===== config.mk =====
export PLATFORM = sky130hd
export DESIGN_NAME = pulse_duty_shaper
export DESIGN_NICKNAME = d
export VERILOG_FILES = /design/src/rtl/pulse_duty_shaper.sv
export SDC_FILE = /design/constraint.sdc
export NUM_CORES = 1
export LEC_CHECK = 0
export BUFFER_PORTS_ARGS = -buffer_cell sky130_fd_sc_hd__buf_2
export CORE_AREA = 8 8 72 74
export DETAILED_ROUTE_END_ITERATION = 12
export DIE_AREA = 0 0 80 82
export HOLD_SLACK_MARGIN = 0.02
export MAX_ROUTING_LAYER = met4
export PLACE_DENSITY_LB_ADDON = 0.15
export SLEW_MARGIN = 30
export SYNTH_ARGS = -nofsm -noshare
export SYNTH_HDL_FRONTEND = slang
export SYNTH_SLANG_ARGS = --single-unit

===== constraint.sdc =====
create_clock -name clk -period 1.95 [get_ports clk]
set_input_delay 0.0975 -clock clk [delete_from_list [all_inputs] [get_ports clk]]
set_output_delay 0.0975 -clock clk [all_outputs]
set_load 0.01 [all_outputs]

===== src/rtl/pulse_duty_shaper.sv =====
// pulse_duty_shaper: regenerates a near-50% duty clk_out from a one-cycle divider strobe
//   clk, rst_n   : clock, asynchronous active-low reset
//   en           : enable; low returns the block to IDLE on the next cycle
//   pulse_in     : one-cycle strobe arriving every N or N+1 cycles
//   clk_out      : registered waveform, high for max(1, I>>1) cycles after each strobe
//   interval_q   : last measured strobe-to-strobe interval
//   locked       : high once a full interval has been measured
//   err_short    : one-cycle flag, interval below MIN_INTERVAL
//   err_timeout  : one-cycle flag, gap counter saturated without a strobe
module pulse_duty_shaper #(
   parameter int CNT_W        = 8,
   parameter int MIN_INTERVAL = 2
) (
   input  logic             clk,
   input  logic             rst_n,
   input  logic             en,
   input  logic             pulse_in,
   output logic             clk_out,
   output logic [CNT_W-1:0] interval_q,
   output logic             locked,
   output logic             err_short,
   output logic             err_timeout
);
   typedef enum logic [1:0] {IDLE, MEASURE, RUN} state_t;
   localparam logic [CNT_W-1:0] GAP_MAX = {CNT_W{1'b1}};
   state_t           state;
   logic [CNT_W-1:0] gap_cnt;
   logic [CNT_W-1:0] high_rem;
   logic [CNT_W:0]   ival;
   logic [CNT_W-1:0] half;
   logic [CNT_W-1:0] high_m1;
   logic             short_iv;
   // interval is one wider than the counter so a strobe in the saturating cycle reads 2^CNT_W
   always_comb begin
      ival     = (CNT_W+1)'(gap_cnt) + (CNT_W+1)'(1);
      half     = ival[CNT_W:1];
      high_m1  = (half == '0) ? '0 : half - 1'b1;
      short_iv = ival < (CNT_W+1)'(MIN_INTERVAL);
   end
   always_ff @(posedge clk or negedge rst_n) begin
      if (!rst_n) begin
         state       <= IDLE;
         gap_cnt     <= '0;
         high_rem    <= '0;
         clk_out     <= 1'b0;
         interval_q  <= '0;
         locked      <= 1'b0;
         err_short   <= 1'b0;
         err_timeout <= 1'b0;
      end else begin
         err_short   <= 1'b0;
         err_timeout <= 1'b0;
         gap_cnt     <= pulse_in ? '0 : (gap_cnt == GAP_MAX) ? gap_cnt : gap_cnt + 1'b1;
         if (!en) begin
            state      <= IDLE;
            gap_cnt    <= '0;
            high_rem   <= '0;
            clk_out    <= 1'b0;
            interval_q <= '0;
            locked     <= 1'b0;
         end else if (state == IDLE) begin
            if (pulse_in) state <= MEASURE;
         end else if (pulse_in) begin
            // a strobe wins over high-phase expiry, so a shrinking interval never glitches low
            state      <= RUN;
            interval_q <= ival[CNT_W-1:0];
            locked     <= 1'b1;
            clk_out    <= 1'b1;
            high_rem   <= high_m1;
            err_short  <= short_iv;
         end else if (gap_cnt == GAP_MAX) begin
            state       <= IDLE;
            high_rem    <= '0;
            clk_out     <= 1'b0;
            interval_q  <= '0;
            locked      <= 1'b0;
            err_timeout <= 1'b1;
         end else if (high_rem != '0) begin
            high_rem <= high_rem - 1'b1;
         end else begin
            clk_out <= 1'b0;
         end
      end
   end
endmodule


==> reports/metrics.yaml <==
yosys:
  yosys-top-cells-count: "sky130_fd_sc_hd__dfrtp_1, sky130_fd_sc_hd__nand2_1, sky130_fd_sc_hd__o21ai_0"
  postSynthNetCount: 215
  synth_area_um2: 1880
  number_of_enable_type_register_cells_in_the_synthesized_netlist: 0
  yosys.area.top_type_share_pct: 39.9
  syn_inst: 206
  synthesis.area_per_instance_um2: 9.13
  synth_largest_area_cell: "sky130_fd_sc_hd__dfrtp_1"
  synthMostInstantiatedCell: "sky130_fd_sc_hd__dfrtp_1"
  asyncSetResetFlopFracSynth_pct: 100
  yosys_register_bits: 30
  synthTopCellsByArea: "sky130_fd_sc_hd__dfrtp_1, sky130_fd_sc_hd__o21ai_0, sky130_fd_sc_hd__a21oi_1"
  synth.distinct_cells: 55
  most_used_dff_post_synth: "sky130_fd_sc_hd__dfrtp_1"
  ys_seq_area_share_pct: 39.9
  yosysWarningCount: 0
power:
  p_per_area_nw_per_um2: 768
  net-switching-power_uw: 577
  totalPowerFinal_mw: 1.73
  power_leakage_nw: 1.00
  seq_power_share_pct: 43.3
  power.clock.fraction_pct: 30.6
  proportion_of_total_power_due_to_net_switching_pct: 33.4
  portion_of_total_power_attributed_to_combinational_logic_pct: 26.1
  vdd_drop_max_uv: 240
  internal_power_mw: 1.15
cells_and_area:
  layout.nets: 247
  register_area_um2: 751
  layout-drive-gt1-share_pct: 28.5
  finalInstanceArea_um2: 2250
  num_antenna_cells: 0
  layout_filler_cell_count: 393
  flow.area_growth_from_synthesis_pct: 19.3
  total_area_of_multi_input_combinational_cells_um2: 1080
sta:
  timing.final.hold_violations: 0
  tightestPinTransition_ns: 0.685
  final-setup-viol-count: 0
  post_route_hold_slack_ns: 0.144
  period_minus_slack_ns: 1.90
  drv_slew: 0
  max-slew-margin-rel_pct: 54.3
  setup_total_negative_slack_ns: 0
  max_freq_mhz: 527
  setup_slack_ns: 0.0516
  timing.clock.skew_ns: 0.00269
  period_share_pct: 97.4
floorplanning:
  core_region_area_um2: 4140
  start_util_pct: 45.4
  design.die.area_um2: 6560
  die_height_um: 82
  io-pin-count: 16
  width_of_the_die_um: 80
  core.rowCount: 24
hold_path:
  timing.hold.worst_path_depth: 3
  timing.hold.worst.class: "in2reg"
placement:
  place.detailed.hpwl_um: 3770
  port_buffers: 15
  dpl-instance-area_um2: 2070
  minimum_setup_slack_after_placement_ns: -0.107
  routabilityCongestion: 0.895
clock_tree:
  numClockSinks: 30
  htree_levels: 2
  clkTransAtPathRegs_ns: 0.07
  clock_insertion_delay_worst_skew_ns: 0.28
  largest_buffer_count_on_any_clock_path: 2
  cts_buffers: 5
  clock_tree.root_cell: "sky130_fd_sc_hd__clkbuf_8"
  cts_tree: "built"
setup_path:
  rr_worst_depth: 6
  worstPathCellList: "ha_4 > nand3_1 > or3_2 > o2111ai_1 > mux2i_1 > a21oi_1"
  kind_of_start_point_of_the_critical_path: "flop"
  arrival_time_of_data_at_the_critical_path_endpoint_ns: 2.06
  cp_max_fo: 7
  cp_top_family: "simple AND/OR/NAND/NOR gates"
  critical_path_cell_count: 6
  crit_slowest_cell: "sky130_fd_sc_hd__or3_2"
  worst_setup_path_category: "reg2reg"
  worstSetupEndpointType: "flop"
  max_stage_delay_ns: 0.52
  cp_data_required_time_ns: 2.11
  crit_path_buf_inv_count: 0
global_route:
  grt_max_degree: 31
  gr-total-overflow: 0
  grt_antenna_before_repair: 0
  gr-usage-all-layers_pct: 16.4
  grt_first_pass_wirelength_um: 8110
  vias_in_the_first_global_route: 1671
routing:
  detail_route.drc_violations: 0
  drt_wl_total_um: 5030
  routed_via_density: 5.97
  initialDrtViolationCount: 100
  drt.antenna.violating_nets: 0
  drt_first_pass_iters: 7
  post_drt_wl_per_cell_um: 17.3
  vias: 1736
flow_run:
  max_cap_viols: 0
run_status:
  run_status: "completed"
[worst register-to-register path, cell delays in order, from the launching register on]
cell	delay (ns)
sky130_fd_sc_hd__dfrtp_1	0.40
sky130_fd_sc_hd__ha_4	0.21
sky130_fd_sc_hd__nand3_1	0.10
sky130_fd_sc_hd__or3_2	0.52
sky130_fd_sc_hd__o2111ai_1	0.13
sky130_fd_sc_hd__mux2i_1	0.30
sky130_fd_sc_hd__a21oi_1	0.10
[layout make-up]
class | instances | area share (%)
clock buffers | 6 | 3.68
clock inverters | 2 | 0.557
inverters | 6 | 1.00
multi-input cells | 159 | 48.0
flip-flops and latches | 30 | 33.4
well taps | 52 | 2.90
repair buffers | 36 | 10.5
[kinds of logic after synthesis]
family,share of synthesized area (%)
and+or+nand+nor,23.0
AOI/OAI and AO/OA,21.7
DFF,39.9
buffers and inverters,6.32
xor gates and xnor gates,4.19
adders and majority gates,3.32
muxes,1.60
[power by group through the flow]
stage	Combinational (mW)	Sequential, mW	Clock [mW]
floorplan	0.303	0.745	0
global route	0.501	0.757	0.573
CTS	0.438	0.741	0.543
global placement	0.420	0.749	0
finish	0.450	0.748	0.527
detailed placement	0.430	0.754	0
[placed cells by master, fill, tap and decap left out, types with 3 or more instances in the layout]
cell	instances
sky130_fd_sc_hd__or3_1	3
sky130_fd_sc_hd__xnor2_1	6
sky130_fd_sc_hd__o21ai_1	3
sky130_fd_sc_hd__nand2_1	20
sky130_fd_sc_hd__nand2b_1	3
sky130_fd_sc_hd__buf_2	15
sky130_fd_sc_hd__dfrtp_1	30
sky130_fd_sc_hd__nand4_1	3
sky130_fd_sc_hd__inv_1	5
sky130_fd_sc_hd__a21oi_1	18
sky130_fd_sc_hd__clkbuf_8	6
sky130_fd_sc_hd__nor2_1	17
sky130_fd_sc_hd__buf_4	20
sky130_fd_sc_hd__and2_2	3
sky130_fd_sc_hd__nand3_1	3
sky130_fd_sc_hd__mux2i_1	3
sky130_fd_sc_hd__nor3_1	6
sky130_fd_sc_hd__o21ai_0	18
sky130_fd_sc_hd__a31oi_1	3
[through the flow]
stage	utilization [%]	cells
2_1_floorplan	-	206
3_3_place_gp	50.0	281
3_5_place_dp	50.0	281
4_1_cts	53.0	290
5_1_grt	54.2	291
6_report	54.2	291
[state kept, by name, summed over array words and instances, names as in the netlist]
name / cells
gap_cnt: 8
locked: 1
interval_q: 8
state: 2
err_short: 1
clk_out: 1
err_timeout: 1
high_rem: 8
[routing by layer]
layer / vias to the layer above / global-route usage [%] / wire (µm)
met4: 0 / 8.91 / 146
met1: 852 / 19.5 / 2110
met5: - / - / 0
met2: 59 / 25.2 / 2470
li1: 811 / - / -
met3: 14 / 4.05 / 303
[worst paths after layout]
path                                from             to  slack (ns)
max                           gap_cnt[0]    high_rem[6]        0.05
min                                   en    high_rem[3]        0.14
max reg2reg                   gap_cnt[0]    high_rem[6]        0.05
min reg2reg                interval_q[7]  interval_q[7]        0.47
max in group asynchronous          rst_n     gap_cnt[7]        1.12
min in group asynchronous          rst_n    high_rem[1]        0.39
[timing repair]
item                                    in CTS  in global routing
hold endpoints to repair                    30                  0
gates resized for setup                      3                  8
hold buffers                                 1                  0
pin swaps                                    2                  1
buffers inserted                             0                  1
endpoints found under the setup margin       4                  9
Power figures use the tool's default switching activity.
